===== config.mk =====
export PLATFORM = sky130hd
export DESIGN_NAME = pxs_pattern_gen
export DESIGN_NICKNAME = d
export VERILOG_FILES = /design/src/rtl/pxs_pattern_gen.sv
export SDC_FILE = /design/constraint.sdc
export NUM_CORES = 1
export LEC_CHECK = 0
export ABC_AREA = 1
export BUFFER_PORTS_ARGS = -buffer_cell sky130_fd_sc_hd__buf_2
export CELL_PAD_IN_SITES_DETAIL_PLACEMENT = 1
export CELL_PAD_IN_SITES_GLOBAL_PLACEMENT = 1
export CORE_MARGIN = 5
export CORE_UTILIZATION = 42
export CTS_BUF_LIST = sky130_fd_sc_hd__clkbuf_2
export CTS_CLUSTER_DIAMETER = 30
export CTS_CLUSTER_SIZE = 25
export DETAILED_ROUTE_END_ITERATION = 7
export HOLD_SLACK_MARGIN = 0.05
export PLACE_DENSITY_LB_ADDON = 0.1
export SYNTH_ARGS = -nofsm -noshare
export SYNTH_HDL_FRONTEND = slang
export SYNTH_SLANG_ARGS = --single-unit

===== constraint.sdc =====
create_clock -name px_clk -period 3.1 [get_ports px_clk]
set_clock_uncertainty 0.2 [all_clocks]
set_input_delay 0.465 -clock px_clk [delete_from_list [all_inputs] [get_ports px_clk]]
set_output_delay 0.465 -clock px_clk [all_outputs]
set_load 0.005 [all_outputs]

===== src/rtl/pxs_pattern_gen.sv =====
// Test-pattern stage: appends an RGB field to the sync/coordinate/active pixel stream.
// Pattern mode and scroll offset are latched once per frame on the VSync leading edge.
module pxs_pattern_gen #(
    parameter int               GRID_LOG2   = 6,
    parameter int               CW          = 1,
    parameter logic [3*CW-1:0]  COLOR_A     = '1,
    parameter logic [3*CW-1:0]  COLOR_B     = '0,
    parameter logic             SYNC_ACTIVE = 1'b0
) (
    input  logic                 px_clk,
    input  logic                 reset,
    input  logic [1:0]           mode_i,
    input  logic [3:0]           speed_i,
    input  logic [22:0]          VGA_SCA_Str_i,
    output logic [22+3*CW:0]     VGA_SCA_RGB_Str_o
);

    // Blank stream word: coordinates zero, syncs inactive, not active video.
    localparam logic [22:0] IDLE_STR = {20'd0, ~SYNC_ACTIVE, ~SYNC_ACTIVE, 1'b0};

    logic [9:0]      x_in;
    logic [9:0]      y_in;
    logic            vs_in;
    logic            vs_prev;
    logic            frame_edge;
    logic [1:0]      mode_q;
    logic [9:0]      offset;
    logic [9:0]      xs;
    logic            tx0;
    logic            ty0;
    logic            p_next;
    logic [22:0]     s1_str;
    logic            s1_p;
    logic [22:0]     s2_str;
    logic [3*CW-1:0] s2_rgb;

    assign x_in       = VGA_SCA_Str_i[22:13];
    assign y_in       = VGA_SCA_Str_i[12:3];
    assign vs_in      = VGA_SCA_Str_i[1];
    assign frame_edge = (vs_in == SYNC_ACTIVE) && (vs_prev != SYNC_ACTIVE);

    assign xs  = x_in + ((mode_q == 2'd3) ? offset : 10'd0);
    assign tx0 = |((xs   >> GRID_LOG2) & 10'd1);
    assign ty0 = |((y_in >> GRID_LOG2) & 10'd1);

    always_comb begin
        p_next = tx0 ^ ty0;
        case (mode_q)
            2'd1:    p_next = tx0;
            2'd2:    p_next = ty0;
            default: p_next = tx0 ^ ty0;
        endcase
    end

    // Stage 1 sees the pre-update mode/offset; the frame edge lands in VSync blanking anyway.
    always_ff @(posedge px_clk) begin
        if (reset) begin
            vs_prev <= SYNC_ACTIVE;
            mode_q  <= 2'd0;
            offset  <= 10'd0;
            s1_str  <= IDLE_STR;
            s1_p    <= 1'b0;
            s2_str  <= IDLE_STR;
            s2_rgb  <= '0;
        end else begin
            vs_prev <= vs_in;
            if (frame_edge) begin
                mode_q <= mode_i;
                offset <= (mode_i == 2'd3) ? offset + {6'd0, speed_i} : 10'd0;
            end
            s1_str <= VGA_SCA_Str_i;
            s1_p   <= p_next;
            s2_str <= s1_str;
            s2_rgb <= s1_str[0] ? (s1_p ? COLOR_A : COLOR_B) : '0;
        end
    end

    assign VGA_SCA_RGB_Str_o = {s2_rgb, s2_str};

endmodule

Word level (Yosys, flattened, before mapping)
Cells that the tools add are included.

storage, ports and cells
  bits in registers = 63
  logic and storage cells = 22
  output and inout port bits = 26

cells by class
  reductions and logical operators = 2
  add/subtract/negate cells = 2
  eq/ne operators = 4
  mux-type cells = 4
  bitwise gates (word level) = 3

operators by type and width
  kind                                            number
  adder 10 x 4 -> 10 bit                          1
  2-to-1 mux 10 bit                               1
  adder 7 bit                                     1
  2-to-1 mux 7 bit                                1
  == test 2 bit (second input constant)           3
  2-to-1 mux 3 bit                                1
  == test 2 x 1 -> 1 bit (second input constant)  1
  NOT 1 bit                                       2
  one-hot mux 1 bit (2 select lines)              1
  OR reduction 2 bit                              1
  logical AND 1 bit                               1
  XOR 1 bit                                       1

Logic depth before layout (Yosys ltp)
  depth after elaboration = 5
  gate-level depth with buffers = 14
  gate-level depth less buffers = 13

Worst setup path before layout
OpenSTA, ideal clock, no wires.

  kind = reg-to-reg
  start point = register mode_q[0]
  end point = register s1_p
  cell stages (with the launch flop) = 15
  slack = 1.160 ns
  path buffers = 1
  clock period less this slack = 1.940 ns
  setup time = 0.066 ns
  arrival time = 1.674 ns
  cells stage by stage = dfxtp_1 > ha_1 > buf_6 > nand2_1 > inv_1 > ha_1 > nand2_1 > inv_1 > a21oi_2 > nand2_2 > nand2_1 > nand3_1 > nand2_1 > nand2_2 > a21oi_2

between the ends
  longest elaborated chain between the ends = 5
  elaborated cells on any way between the ends = 7
  classes of those cells = add/sub: 1; eq/ne: 3; mux: 2; bitwise: 1

RTL lines
  element                               line  text
  start: declaration                    26    logic [1:0] mode_q;
  start signal: assignment              68    mode_q <= mode_i;
  == test 2 bit                         42    assign xs = x_in + ((mode_q == 2'd3) ? offset : 10'd0);
  2-to-1 mux 7 bit                      42
  adder 7 bit                           42
  XOR 1 bit                             51    default: p_next = tx0 ^ ty0;
  one-hot mux 1 bit (2 select lines) *  48    case (mode_q)
  end signal: assignment                72    s1_p <= p_next;
  end: declaration                      33    logic s1_p;

Every way passes the cells marked *; elsewhere a longest branch is shown, timed or not.
A chain may end at the register's enable or synchronous reset.

Worst setup path after layout
  start point = register mode_q[1]
  end point = register s1_p

Same word-level chain as after synthesis.

==> impl_metrics.env <==
export IMPL_antenna_found_initial=0
export IMPL_clkSinkCount=58
export IMPL_start_kind="register"
export IMPL_wl_um=4490
export IMPL_vias=1786
export IMPL_cpLargestDelayFamily="adder cells"
export IMPL_maxCapViolations=0
export IMPL_outcome="completed"
export IMPL_use_met1=0.156
export IMPL_gp_congestion=0.761
export IMPL_clkLatencyLatePin_ns=0.45
export IMPL_grt_usage=0.152
export IMPL_crit_required_ns=3.28
export IMPL_slowest_stage="dfxtp_1"
export IMPL_drive_gt1_frac=0.241
export IMPL_crit_fanout=8
export IMPL_final_cell_mix="inv_1, dfxtp_1, buf_2, nor2_1, nand2_1"
export IMPL_nNetsFinal=388
export IMPL_grt_pass1_vias=1790
export IMPL_syn_area_um2=2180
export IMPL_antenna_cells=0
export IMPL_grt_overflow=0
export IMPL_use_met2=0.273
export IMPL_hp_class="in -> reg"
export IMPL_place_inst=380
export IMPL_ys_seq_elements=58
export IMPL_critPathCaptureType="register"
export IMPL_fillers=665
export IMPL_min_period_ns=2.14
export IMPL_synth_nets=306
export IMPL_dieWidth_um=82.1
export IMPL_drtIter0Drc=30
export IMPL_cts_resized=0
export IMPL_synth_top_cell_by_area="dfxtp_1"
export IMPL_io_pins=57
export IMPL_start_util=0.430
export IMPL_layout_commonest_cell="inv_1"
export IMPL_yosysSeqAreaShare=0.532
export IMPL_dieArea_um2=6740
export IMPL_routed_via_density=4.27
export IMPL_drt_first_pass_iters=4
export IMPL_relSlewSlack=0.693
export IMPL_grt_busiest_layer="met2"
export IMPL_wl_per_cell_um=10.8
export IMPL_grt_max_degree=28
export IMPL_hold_viol=0
export IMPL_fin_crit_sh=0.692
export IMPL_synth_area_leaders="dfxtp_1, inv_1, nor2_1"
export IMPL_yosys_warnings=0
export IMPL_crit_buf_inv=2
export IMPL_grtUsageMet3=0.0466
export IMPL_syn_to_final_growth_pct=28.0
export IMPL_port_buffers=56
export IMPL_synth_area_per_cell_um2=8.33
export IMPL_synth_cell_types=26
export IMPL_netlist_instances=262
export IMPL_critPathArrivalTime_ns=2.33
export IMPL_p_leak_nw=1.51
export IMPL_cts_buffers=9
export IMPL_cts_max_level=3
export IMPL_worst_pin_slew_ns=0.460
export IMPL_fin_tns_setup_ns=0
export IMPL_rows=26
export IMPL_cts_path_max_buffers=2
export IMPL_worstPathCellList="ha_1 -> nand2_1 -> inv_1 -> ha_1 -> nand2_1 -> inv_1 -> a21oi_2 -> nand2_2 -> nand2_1 -> nand3_1 -> nand2_1 -> nand2_2 -> a21oi_2"
export IMPL_antenna_left=0
export IMPL_setup_viol=0
export IMPL_grt_pass1_wl_um=7560
export IMPL_netlist_area_leader_share=0.532
export IMPL_cpMostUsedCell="nand2_1"
export IMPL_irDropWorstVdd_v=0.000225
export IMPL_maxSlewViolCount=0
export IMPL_rsz0062_at_grt="no"
export IMPL_cts_tree="yes"
export IMPL_clk_pin_slew_ns=0.14
export IMPL_cp_slowest_stage_delay_ns=0.39
export IMPL_dp_hpwl_um=3250
export IMPL_drc=0
export IMPL_worstSetupPathType="reg -> reg"
export IMPL_fin_cells=418
export IMPL_die_y_um=82.1
export IMPL_max_freq_mhz=466
export IMPL_root_buffer="clkbuf_2"
export IMPL_powerDensity_nw_per_um2=451
export IMPL_coreArea_um2=5070
## layer usage
layer  vias up  wire length, um
met5         -                0
met4         0               90
met3         9              264
met2        38             2300
met1       809             1830
li1        930                -
## path summary, 6_finish.rpt
path,from,to,slack [ns],depth (start not counted)
worst max-delay path,mode_q[1],s1_p,0.96,13
worst min register to register,s1_str[10],s2_str[10],0.19,2
worst max register to register,mode_q[1],s1_p,0.96,13
worst min-delay path,mode_i[0],mode_q[0],0.13,3
## layout make-up
class	instances	area (um^2)	share of cell area
timing repair buffer	80	518	0.185
multi-input combinational	133	723	0.259
clock buffer	10	50.0	0.0179
tap	70	87.6	0.0313
clock inverter	5	22.5	0.00806
inverter	62	233	0.0833
sequential	58	1160	0.415
## worst reg2reg max path: stages (launching register included)
cell and delay, ns:
dfxtp_1 0.39, ha_1 0.33, nand2_1 0.10, inv_1 0.06, ha_1 0.23, nand2_1 0.10, inv_1 0.05, a21oi_2 0.19
nand2_2 0.08, nand2_1 0.08, nand3_1 0.07, nand2_1 0.08, nand2_2 0.05, a21oi_2 0.10
## cells in the mapped netlist (all sizes together)
cell,number
ha,12
and3,2
or2,4
dfxtp,58
nand3,10
a211oi,1
fa,1
buf,4
inv,62
nor2,50
clkbuf,5
a21oi,10
a22oi,2
xor2,1
o21ai,3
nand2,34
nor3,2
nor3b,1
## power by group
part	leakage [nW]	total [mW]	internal, mW	switching [mW]
Combinational	0.980	0.124	0.0634	0.0606
Clock	0.0480	0.352	0.0944	0.258
Sequential	0.478	0.786	0.777	0.00864
## sequential cells by signal, summed over array words and instances (netlist names)
register	count
s1_str	23
vs_prev	1
mode_q	2
offset	7
s2_rgb	1
s2_str	23
s1_p	1
## timing repair
item | CTS | global route
hold endpoints to repair | 23 | 1
hold buffers | 22 | 1
setup buffers | 0 | 0
## per-stage QoR
| stage | setup WS [ns] | instance area (um^2) | util | hold WS (ns) | power, mW |
|---|---|---|---|---|---|
| finish | 0.956 | 2800 | 0.551 | 0.129 | 1.26 |
| global route | 0.757 | 2800 | 0.551 | 0.0952 | 1.33 |
| CTS | 0.930 | 2790 | 0.549 | 0.0531 | 1.28 |
| detailed placement | 0.968 | 2490 | 0.491 | 0.197 | 0.906 |
| global placement | 1.03 | 2490 | 0.491 | 0.189 | 0.900 |
| floorplan | 1.16 | 2180 | - | 0.188 | 0.861 |
## cell families (layout without fill, tap and decap cells)
group | after synthesis | in the layout | share of synthesized area
AOI/OAI and AO/OA | 16 | 16 | 0.0453
and+or+nand+nor | 103 | 103 | 0.204
DFF | 58 | 58 | 0.532
xor gates and xnor gates | 1 | 1 | 0.00401
adders and majority gates | 13 | 13 | 0.0779
buffers and inverters | 71 | 157 | 0.137
(Power assumes the default switching activity.)
